**src/rtl/rob_sequencer.sv**
```systemverilog
// rtl/rob_sequencer.sv - in-order ROB id allocator and retirement controller driving regfile launch/commit
module rob_sequencer #(
   parameter int ROB_BITS = 5
) (
   input  logic                clk_in,
   input  logic                rst_in,
   input  logic                rdy_in,
   input  logic                flush,
   input  logic                issue_valid,
   input  logic [4:0]          issue_rd,
   output logic                issue_ready,
   output logic [ROB_BITS-1:0] issue_rob_id,
   input  logic                wb_valid,
   input  logic [ROB_BITS-1:0] wb_rob_id,
   input  logic [31:0]         wb_value,
   output logic                _rob_launch_ready,
   output logic [ROB_BITS-1:0] _rob_launch_rob_id,
   output logic [4:0]          _rob_launch_register_id,
   output logic                _rob_commit_ready,
   output logic [ROB_BITS-1:0] _rob_commit_rob_id,
   output logic [4:0]          _rob_commit_register_id,
   output logic [31:0]         _rob_commit_value,
   output logic [ROB_BITS:0]   occupancy
);

   localparam int DEPTH = 1 << ROB_BITS;
   localparam logic [ROB_BITS:0] FULL_COUNT = {1'b1, {ROB_BITS{1'b0}}};

   logic [ROB_BITS-1:0] head;
   logic [ROB_BITS-1:0] tail;
   logic [ROB_BITS:0]   count;
   logic [DEPTH-1:0]    busy;
   logic [DEPTH-1:0]    done;
   logic [4:0]          rd_mem    [DEPTH];
   logic [31:0]         value_mem [DEPTH];

   logic full;
   logic accept;
   logic retire;
   logic wb_hit;

   assign full        = (count == FULL_COUNT);
   assign issue_ready = !full && rdy_in && !flush;
   assign accept      = issue_valid && issue_ready;
   assign retire      = busy[head] && done[head] && rdy_in && !flush;
   // busy is sampled before this edge's allocation, so a writeback racing its own allocation is dropped
   assign wb_hit      = wb_valid && busy[wb_rob_id];

   assign issue_rob_id            = tail;
   assign _rob_launch_ready       = accept && (issue_rd != 5'd0);
   assign _rob_launch_rob_id      = tail;
   assign _rob_launch_register_id = issue_rd;
   assign occupancy               = count;

   always_ff @(posedge clk_in) begin
      if (rst_in) begin
         head  <= '0;
         tail  <= '0;
         count <= '0;
         busy  <= '0;
         done  <= '0;
      end else if (rdy_in) begin
         if (flush) begin
            head  <= '0;
            tail  <= '0;
            count <= '0;
            busy  <= '0;
            done  <= '0;
         end else begin
            if (accept) tail <= tail + 1'b1;
            if (retire) head <= head + 1'b1;
            count <= count + {{ROB_BITS{1'b0}}, accept} - {{ROB_BITS{1'b0}}, retire};
            // head == tail only when empty or full, so retire and allocate never touch the same slot
            if (wb_hit) done[wb_rob_id] <= 1'b1;
            if (retire) begin
               busy[head] <= 1'b0;
               done[head] <= 1'b0;
            end
            if (accept) begin
               busy[tail] <= 1'b1;
               done[tail] <= 1'b0;
            end
         end
      end
   end

   always_ff @(posedge clk_in) begin
      if (!rst_in && rdy_in && !flush) begin
         if (accept) rd_mem[tail] <= issue_rd;
         if (wb_hit) value_mem[wb_rob_id] <= wb_value;
      end
   end

   always_ff @(posedge clk_in) begin
      if (rst_in) begin
         _rob_commit_ready       <= 1'b0;
         _rob_commit_rob_id      <= '0;
         _rob_commit_register_id <= '0;
         _rob_commit_value       <= '0;
      end else if (rdy_in) begin
         if (retire) begin
            _rob_commit_ready       <= (rd_mem[head] != 5'd0);
            _rob_commit_rob_id      <= head;
            _rob_commit_register_id <= rd_mem[head];
            _rob_commit_value       <= value_mem[head];
         end else begin
            _rob_commit_ready <= 1'b0;
         end
      end
   end

endmodule

```
**config.mk**
```make
export PLATFORM = sky130hd
export DESIGN_NAME = rob_sequencer
export DESIGN_NICKNAME = d
export VERILOG_FILES = /design/src/rtl/rob_sequencer.sv
export SDC_FILE = /design/constraint.sdc
export NUM_CORES = 1
export LEC_CHECK = 0
export CAP_MARGIN = 20
export CORE_UTILIZATION = 34
export DETAILED_ROUTE_END_ITERATION = 7
export PLACE_DENSITY = 0.58
export SLEW_MARGIN = 20
export SYNTH_ARGS = -nofsm -noshare
export SYNTH_HDL_FRONTEND = slang
export SYNTH_SLANG_ARGS = --single-unit
```
**constraint.sdc**
```tcl
create_clock -name clk_in -period 5.59 [get_ports clk_in]
set_clock_uncertainty 0.05 [all_clocks]
set_input_delay 0.8385 -clock clk_in [delete_from_list [all_inputs] [get_ports clk_in]]
set_output_delay 0.8385 -clock clk_in [all_outputs]
set_load 0.005 [all_outputs]
```
Word level (Yosys, flattened, before mapping)
Memory sizes are Yosys's and may differ from the RTL's. A register that Yosys moved wholly into a read port is not among the register bits.
Index checks and enable logic that the tools add are counted.
{ "totals": {"ff_bits": 91, "ram_bits": 1184, "input_bits": 48, "elab_cells": 93, "out_inout_bits": 66, "memories": 2} }
{ "op_classes": {"n_reduce_logical": 23, "order_cmp": 6, "n_eq_ne": 1, "muxes": 42, "bitwise_logic": 7, "addsub": 4} }
{ "memory_table": {"columns": ["memory", "depth", "width", "read_ports", "rd_clocked_by_memory_dff", "wr", "line_no", "rtl"], "rows": [
  ["value_mem", 32, 32, 1, 1, 1, "35", "logic [31:0] value_mem [DEPTH];"],
  ["rd_mem", 32, 5, 1, 1, 1, "34", "logic [4:0] rd_mem [DEPTH];"]
]} }
{ "op_table": {"columns": ["op", "count"], "rows": [
  ["two-way mux 32 bit", 16],
  ["bitwise AND 32 bit", 3],
  ["NOT 32 bit", 2],
  ["OR 32 bit", 2],
  ["two-way mux 5 bit", 6],
  ["< comparator 5 x 6 -> 1 bit (second input constant)", 3],
  ["binary-select mux 1 bit (select 5 bit)", 3],
  ["demux 1 bit (select 5 bit)", 3],
  [">= comparator 5 x 1 -> 1 bit (second input constant)", 3],
  ["logical AND 1 bit", 13],
  ["two-way mux 1 bit", 13],
  ["adder 5 x 1 -> 5 bit (second input constant)", 2],
  ["nonzero test 5 bit", 2],
  ["adder 6 x 1 -> 6 bit", 1],
  ["== test 6 bit (second input constant)", 1],
  ["two-way mux 6 bit", 1],
  ["AND reduction 2 bit", 3],
  ["subtractor 6 x 1 -> 6 bit", 1],
  ["nonzero test 2 bit", 2],
  ["logical NOT 1 bit", 3]
]} }

Logic depth before layout (Yosys ltp)
{ "logic_depth": {"depth_word": 17, "mapped_depth": 19, "ltp_nobuf": 15} }

Worst setup path before layout
No wires, ideal clock.
{ "synth_timing": {"path_kind": "in2reg", "startpoint": "input port wb_rob_id[3]", "endpoint": "register done[29]", "stages": 8, "t_required_ns": 5.460, "setup_slack_ns": -0.058, "t_arrival_ns": 5.518, "path_buffers": 1, "setup_time_ns": 0.080, "cell_sequence": "buf_2 -> or3_1 -> o221ai_1 -> a22oi_1 -> a21boi_2 -> nor4_1 -> o211ai_1 -> nand3_1"} }
{ "synth_via": {"elab_chain_len": 17, "elab_cells_between_ends": 21, "classes_between": "2 x order compare; 14 x mux; 3 x bitwise; 2 x reduce/logical"} }
{ "synth_lines": {"columns": ["item", "line_no", "rtl"], "rows": [
  ["start: declaration", "14", "input logic [ROB_BITS-1:0] wb_rob_id,"],
  ["< comparator 5 x 6 -> 1 bit (not written as such) / >= comparator 5 x 1 -> 1 bit (equally long branches)", "74", "if (wb_hit) done[wb_rob_id] <= 1'b1;"],
  ["logical AND 1 bit (not written as such)", "74", null],
  ["two-way mux 1 bit (not written as such)", "74", null],
  ["demux 1 bit (select 5 bit)", "74", null],
  ["OR 32 bit (no line)", null, null],
  ["two-way mux 32 bit *", "74", null],
  ["two-way mux 32 bit *", "63", "if (flush) begin"],
  ["two-way mux 32 bit *", "62", "end else if (rdy_in) begin"],
  ["two-way mux 32 bit *", "56", "if (rst_in) begin"],
  ["bitwise AND 32 bit (no line)", null, null],
  ["two-way mux 32 bit *", "75", "if (retire) begin"],
  ["two-way mux 32 bit *", "63", null],
  ["two-way mux 32 bit *", "62", null],
  ["two-way mux 32 bit *", "56", null],
  ["bitwise AND 32 bit (no line)", null, null],
  ["two-way mux 32 bit *", "79", "if (accept) begin"],
  ["two-way mux 32 bit *", "63", null],
  ["end signal: assignment", "61", "done <= '0;"],
  ["end signal: assignment", "68", "done <= '0;"],
  ["end signal: indexed assignment", "81", "done[tail] <= 1'b0;"],
  ["end: declaration", "33", "logic [DEPTH-1:0] done;"]
]} }
Mark *: on every way between the ends. The rest lies on a longest branch, timed or not. The select of a mux whose other input is x is not followed.
A chain may end at the register's enable or synchronous reset.

Worst setup path in the final report
{ "layout_timing": {"startpoint": "register head[2]", "endpoint": "register count[4], in the netlist occupancy[4]"} }
{ "layout_via": {"elab_chain_len": 7, "elab_cells_between_ends": 9, "classes_between": "1 x add/sub; 5 x mux; 3 x reduce/logical"} }
{ "layout_lines": {"columns": ["item", "line_no", "rtl"], "rows": [
  ["start: declaration", "29", "logic [ROB_BITS-1:0] head;"],
  ["start signal: assignment", "71", "if (retire) head <= head + 1'b1;"],
  ["binary-select mux 1 bit (select 5 bit)", "45", "assign retire = busy[head] && done[head] && rdy_in && !flush;"],
  ["two-way mux 1 bit (not written as such)", "45", null],
  ["logical AND 1 bit * (3 in a row)", "45", null],
  ["subtractor 6 x 1 -> 6 bit *", "72", "count <= count + {{ROB_BITS{1'b0}}, accept} - {{ROB_BITS{1'b0}}, retire};"],
  ["two-way mux 6 bit *", "63", null],
  ["end signal: assignment", "72", null],
  ["end: declaration", "31", "logic [ROB_BITS:0] count;"]
]} }
Marks and branches as above.

==> out/qor.yml <==
run_status: "finished clean"
finish.utilization_pct: 40.1
hold_slack_ps: 413
slew_headroom_pct: 21.4
worst-slew-pin-transition_ps: 1160
fmaxAchievable_ghz: 0.215
floorplan.initialDensity_pct: 34.4
worst_ir_drop_vdd_mv: 0.316
min_path_type: "flip-flop to flip-flop"
ios: 114
synth.most_common_cell: "sky130_fd_sc_hd__edfxtp_1"
drc: 0
vias: 27791
dieHeight_um: 392
cts_resized: 0
timing.final.max_slew_violations: 0
grt_max_degree: 97
gpl.final_weighted_congestion: 0.892
fin_nets: 3019
preCtsSetupSlack_ps: 694
final.period_utilization_pct: 83.4
share_of_flip_flops_with_an_asynchronous_set_or_reset_pct: 0
synth_common_cells: "sky130_fd_sc_hd__edfxtp_1 (1184), sky130_fd_sc_hd__mux4_2 (294), sky130_fd_sc_hd__nand2_1 (136)"
max-clock-path-buffers: 3
timing.critical_path.arrival_ps: 5240
setup_tns_ps: 0
synth_seq_area_share_pct: 73.6
post-route-worst-setup-slack_ps: 931
setup-violations-final: 0
coreArea_um2: 150000
grt_usage_pct: 18.8
power.switching_fraction_pct: 20.7
netlist.area_leader.share_pct: 68.6
syn-cell-area_um2: 51800
routed_wire_length_per_instance_um: 28.3
dp_cells: 4826
top_usage_layer: "met2"
worst-endpoint-required_ps: 6170
antenna_found_initial: 1
synth_cell_types: 73
ys_ff_latch: 1312
route.detailed.vias_per_inst: 5.46
cts_max_level: 4
post-synth-top-area-cell: "sky130_fd_sc_hd__edfxtp_1"
synth_top_cells_by_area: "sky130_fd_sc_hd__edfxtp_1 (69%), sky130_fd_sc_hd__mux4_2 (13%), sky130_fd_sc_hd__dfxtp_1 (4.9%), sky130_fd_sc_hd__mux2i_1 (1.7%), sky130_fd_sc_hd__a22oi_1 (1.1%)"
critical_path_peak_fanout: 17
postCtsSetupRepairBufs: 0
die_w_um: 392
timing.setup.critical_path_class: "flip-flop to flip-flop"
cap_viol_max_count: 0
netSwitchingPower_uw: 4180
clkSlewWorstSetupHoldPaths_ps: 60
combPwrFrac_pct: 1.7
syn_avg_cell_area_um2: 18.7
power_frac_seq_pct: 53.0
rsz_0062_raised_after_global_routing: "no"
yosys_most_used_dff: "sky130_fd_sc_hd__edfxtp_1"
ctsHoldBuffers: 0
syn-num-nets: 2839
overflow: 0
areaGrowthSynthToFinish_pct: 16.6
drtPass1Iterations: 6
dp_hpwl_um: 90100
power.density_cell_area_nw_per_um2: 334
via_count_of_the_first_global_routing_pass: 27762
worstSkewPairLatency_ps: 770
global_route_wire_length_before_repair_um: 207000
clock_power_share_pct: 45.3
clock-sinks: 1312
detailedRoute.firstIterationViolations: 3114
clk_root_buffer_cell: "sky130_fd_sc_hd__clkbuf_16"
grt_use_met3_pct: 3.44
die_area_um2: 154000
end_kind: "flip-flop"
grt_util_met2_pct: 30.4
share_of_final_layout_standard_cells_stronger_than_drive_strength_1_pct: 22.2
worst_setup_path_start_kind: "flip-flop"
fin_cells: 5086
final_period_minus_worst_setup_slack_ps: 4660
synth_enable_flop_cells: 1184
port_buffers: 113
leakage_power_summed_over_all_cells_uw: 0.0184
tritoncts: "yes"
route.antenna.remaining_nets: 0
timing_hold_violations_final: 0
syn-instance-count: 2774
cts_inserted_buffers: 140
grt_util_met1_pct: 25.5
intPower_uw: 16000
core_rows: 142
routed_wirelength_um: 144000
yosysWarningCount: 0
layout by cell type, fill, tap and decap left out, types with 90 or more instances in the layout:
| cell | Yosys | routed |
|---|---|---|
| sky130_fd_sc_hd__edfxtp_1 | 1184 | 1184 |
| sky130_fd_sc_hd__mux4_2 | 294 | 294 |
| sky130_fd_sc_hd__clkbuf_16 | 0 | 142 |
| sky130_fd_sc_hd__nand2_1 | 136 | 135 |
| sky130_fd_sc_hd__dfxtp_1 | 128 | 123 |
| sky130_fd_sc_hd__buf_4 | 14 | 105 |
| sky130_fd_sc_hd__a21oi_1 | 104 | 104 |
| sky130_fd_sc_hd__clkdlybuf4s50_1 | 0 | 103 |
| sky130_fd_sc_hd__nor2_1 | 121 | 91 |
| sky130_fd_sc_hd__mux2i_1 | 90 | 90 |
worst max-delay path, stage by stage, from the launching register on:
cell and delay [ps]:
sky130_fd_sc_hd__dfxtp_1 840, sky130_fd_sc_hd__nand3b_1 740, sky130_fd_sc_hd__o22ai_1 390, sky130_fd_sc_hd__nor4_1 80
sky130_fd_sc_hd__o22ai_2 160, sky130_fd_sc_hd__buf_4 230, sky130_fd_sc_hd__nand3_2 450, sky130_fd_sc_hd__inv_2 180
sky130_fd_sc_hd__ha_1 140, sky130_fd_sc_hd__inv_1 40, sky130_fd_sc_hd__ha_1 200, sky130_fd_sc_hd__fa_1 430
sky130_fd_sc_hd__a21oi_1 150, sky130_fd_sc_hd__nor2_1 50, sky130_fd_sc_hd__nor2_1 110, sky130_fd_sc_hd__xor2_1 150
sky130_fd_sc_hd__o22ai_1 90
path summary, 6_finish.rpt:
path                                 startpoint                                  to  slack, ps  cells past startpoint
max                        head[2]$_SDFFE_PP0P_           occupancy[4]$_SDFFE_PP0P_        930                     16
min          _rob_commit_rob_id[3]$_SDFFE_PP0P_  _rob_commit_rob_id[3]$_SDFFE_PP0P_        410                      2
max reg2reg                head[2]$_SDFFE_PP0P_           occupancy[4]$_SDFFE_PP0P_        930                     16
min reg2reg  _rob_commit_rob_id[3]$_SDFFE_PP0P_  _rob_commit_rob_id[3]$_SDFFE_PP0P_        410                      2
sequential cells by signal (all words and copies together) (netlist names), 6 cells and up, named ones only:
signal             flops
busy                  32
occupancy              6
done                  32
rd_mem               160
_rob_commit_value     32
value_mem           1024
cell type report:
class | instances | area (µm²)
timing repair buffer | 225 | 2050
inverter | 26 | 100
fill | 13411 | 90100
sequential | 1312 | 38100
tap | 2016 | 2520
multi-input combinational | 1249 | 13100
antenna | 1 | 2.50
clock buffer | 179 | 3710
clock inverter | 78 | 822
power by group through the flow:
stage	Clock [µW]	Combinational [µW]	Sequential, µW
2_1_floorplan	0	78.6	10900
3_3_place_gp	0	337	10900
3_5_place_dp	0	342	10900
4_1_cts	9290	341	10700
5_1_grt	9670	360	10700
6_report	9130	338	10700
layer usage:
layer / vias up / part of all wire [%]
met5: - / 0
met4: 0 / 3.0
met3: 225 / 6.8
met2: 1203 / 49
li1: 11759 / -
met1: 14604 / 42
through the flow:
| step | power (µW) | instance area (µm²) |
|---|---|---|
| 5_1_grt | 20700 | 60400 |
| 6_report | 20200 | 60400 |
| 3_3_place_gp | 11200 | 55800 |
| 3_5_place_dp | 11200 | 55800 |
| 4_1_cts | 20300 | 60300 |
| 2_1_floorplan | 11000 | 51800 |
kinds of logic (layout without fill, tap and decap cells):
group           count (synthesis)  count (layout)  synth area share, %
compound gates                427             427                 5.82
xor+xnor                        7               7                0.118
fa+ha+maj                      17              17                0.425
buf+inv                       213             508                 1.81
flops                        1312            1312                 73.6
mux                           387             387                 14.6
other cells                     0               1                    0
simple gates                  411             411                 3.67
Power figures use the tool's default switching activity.
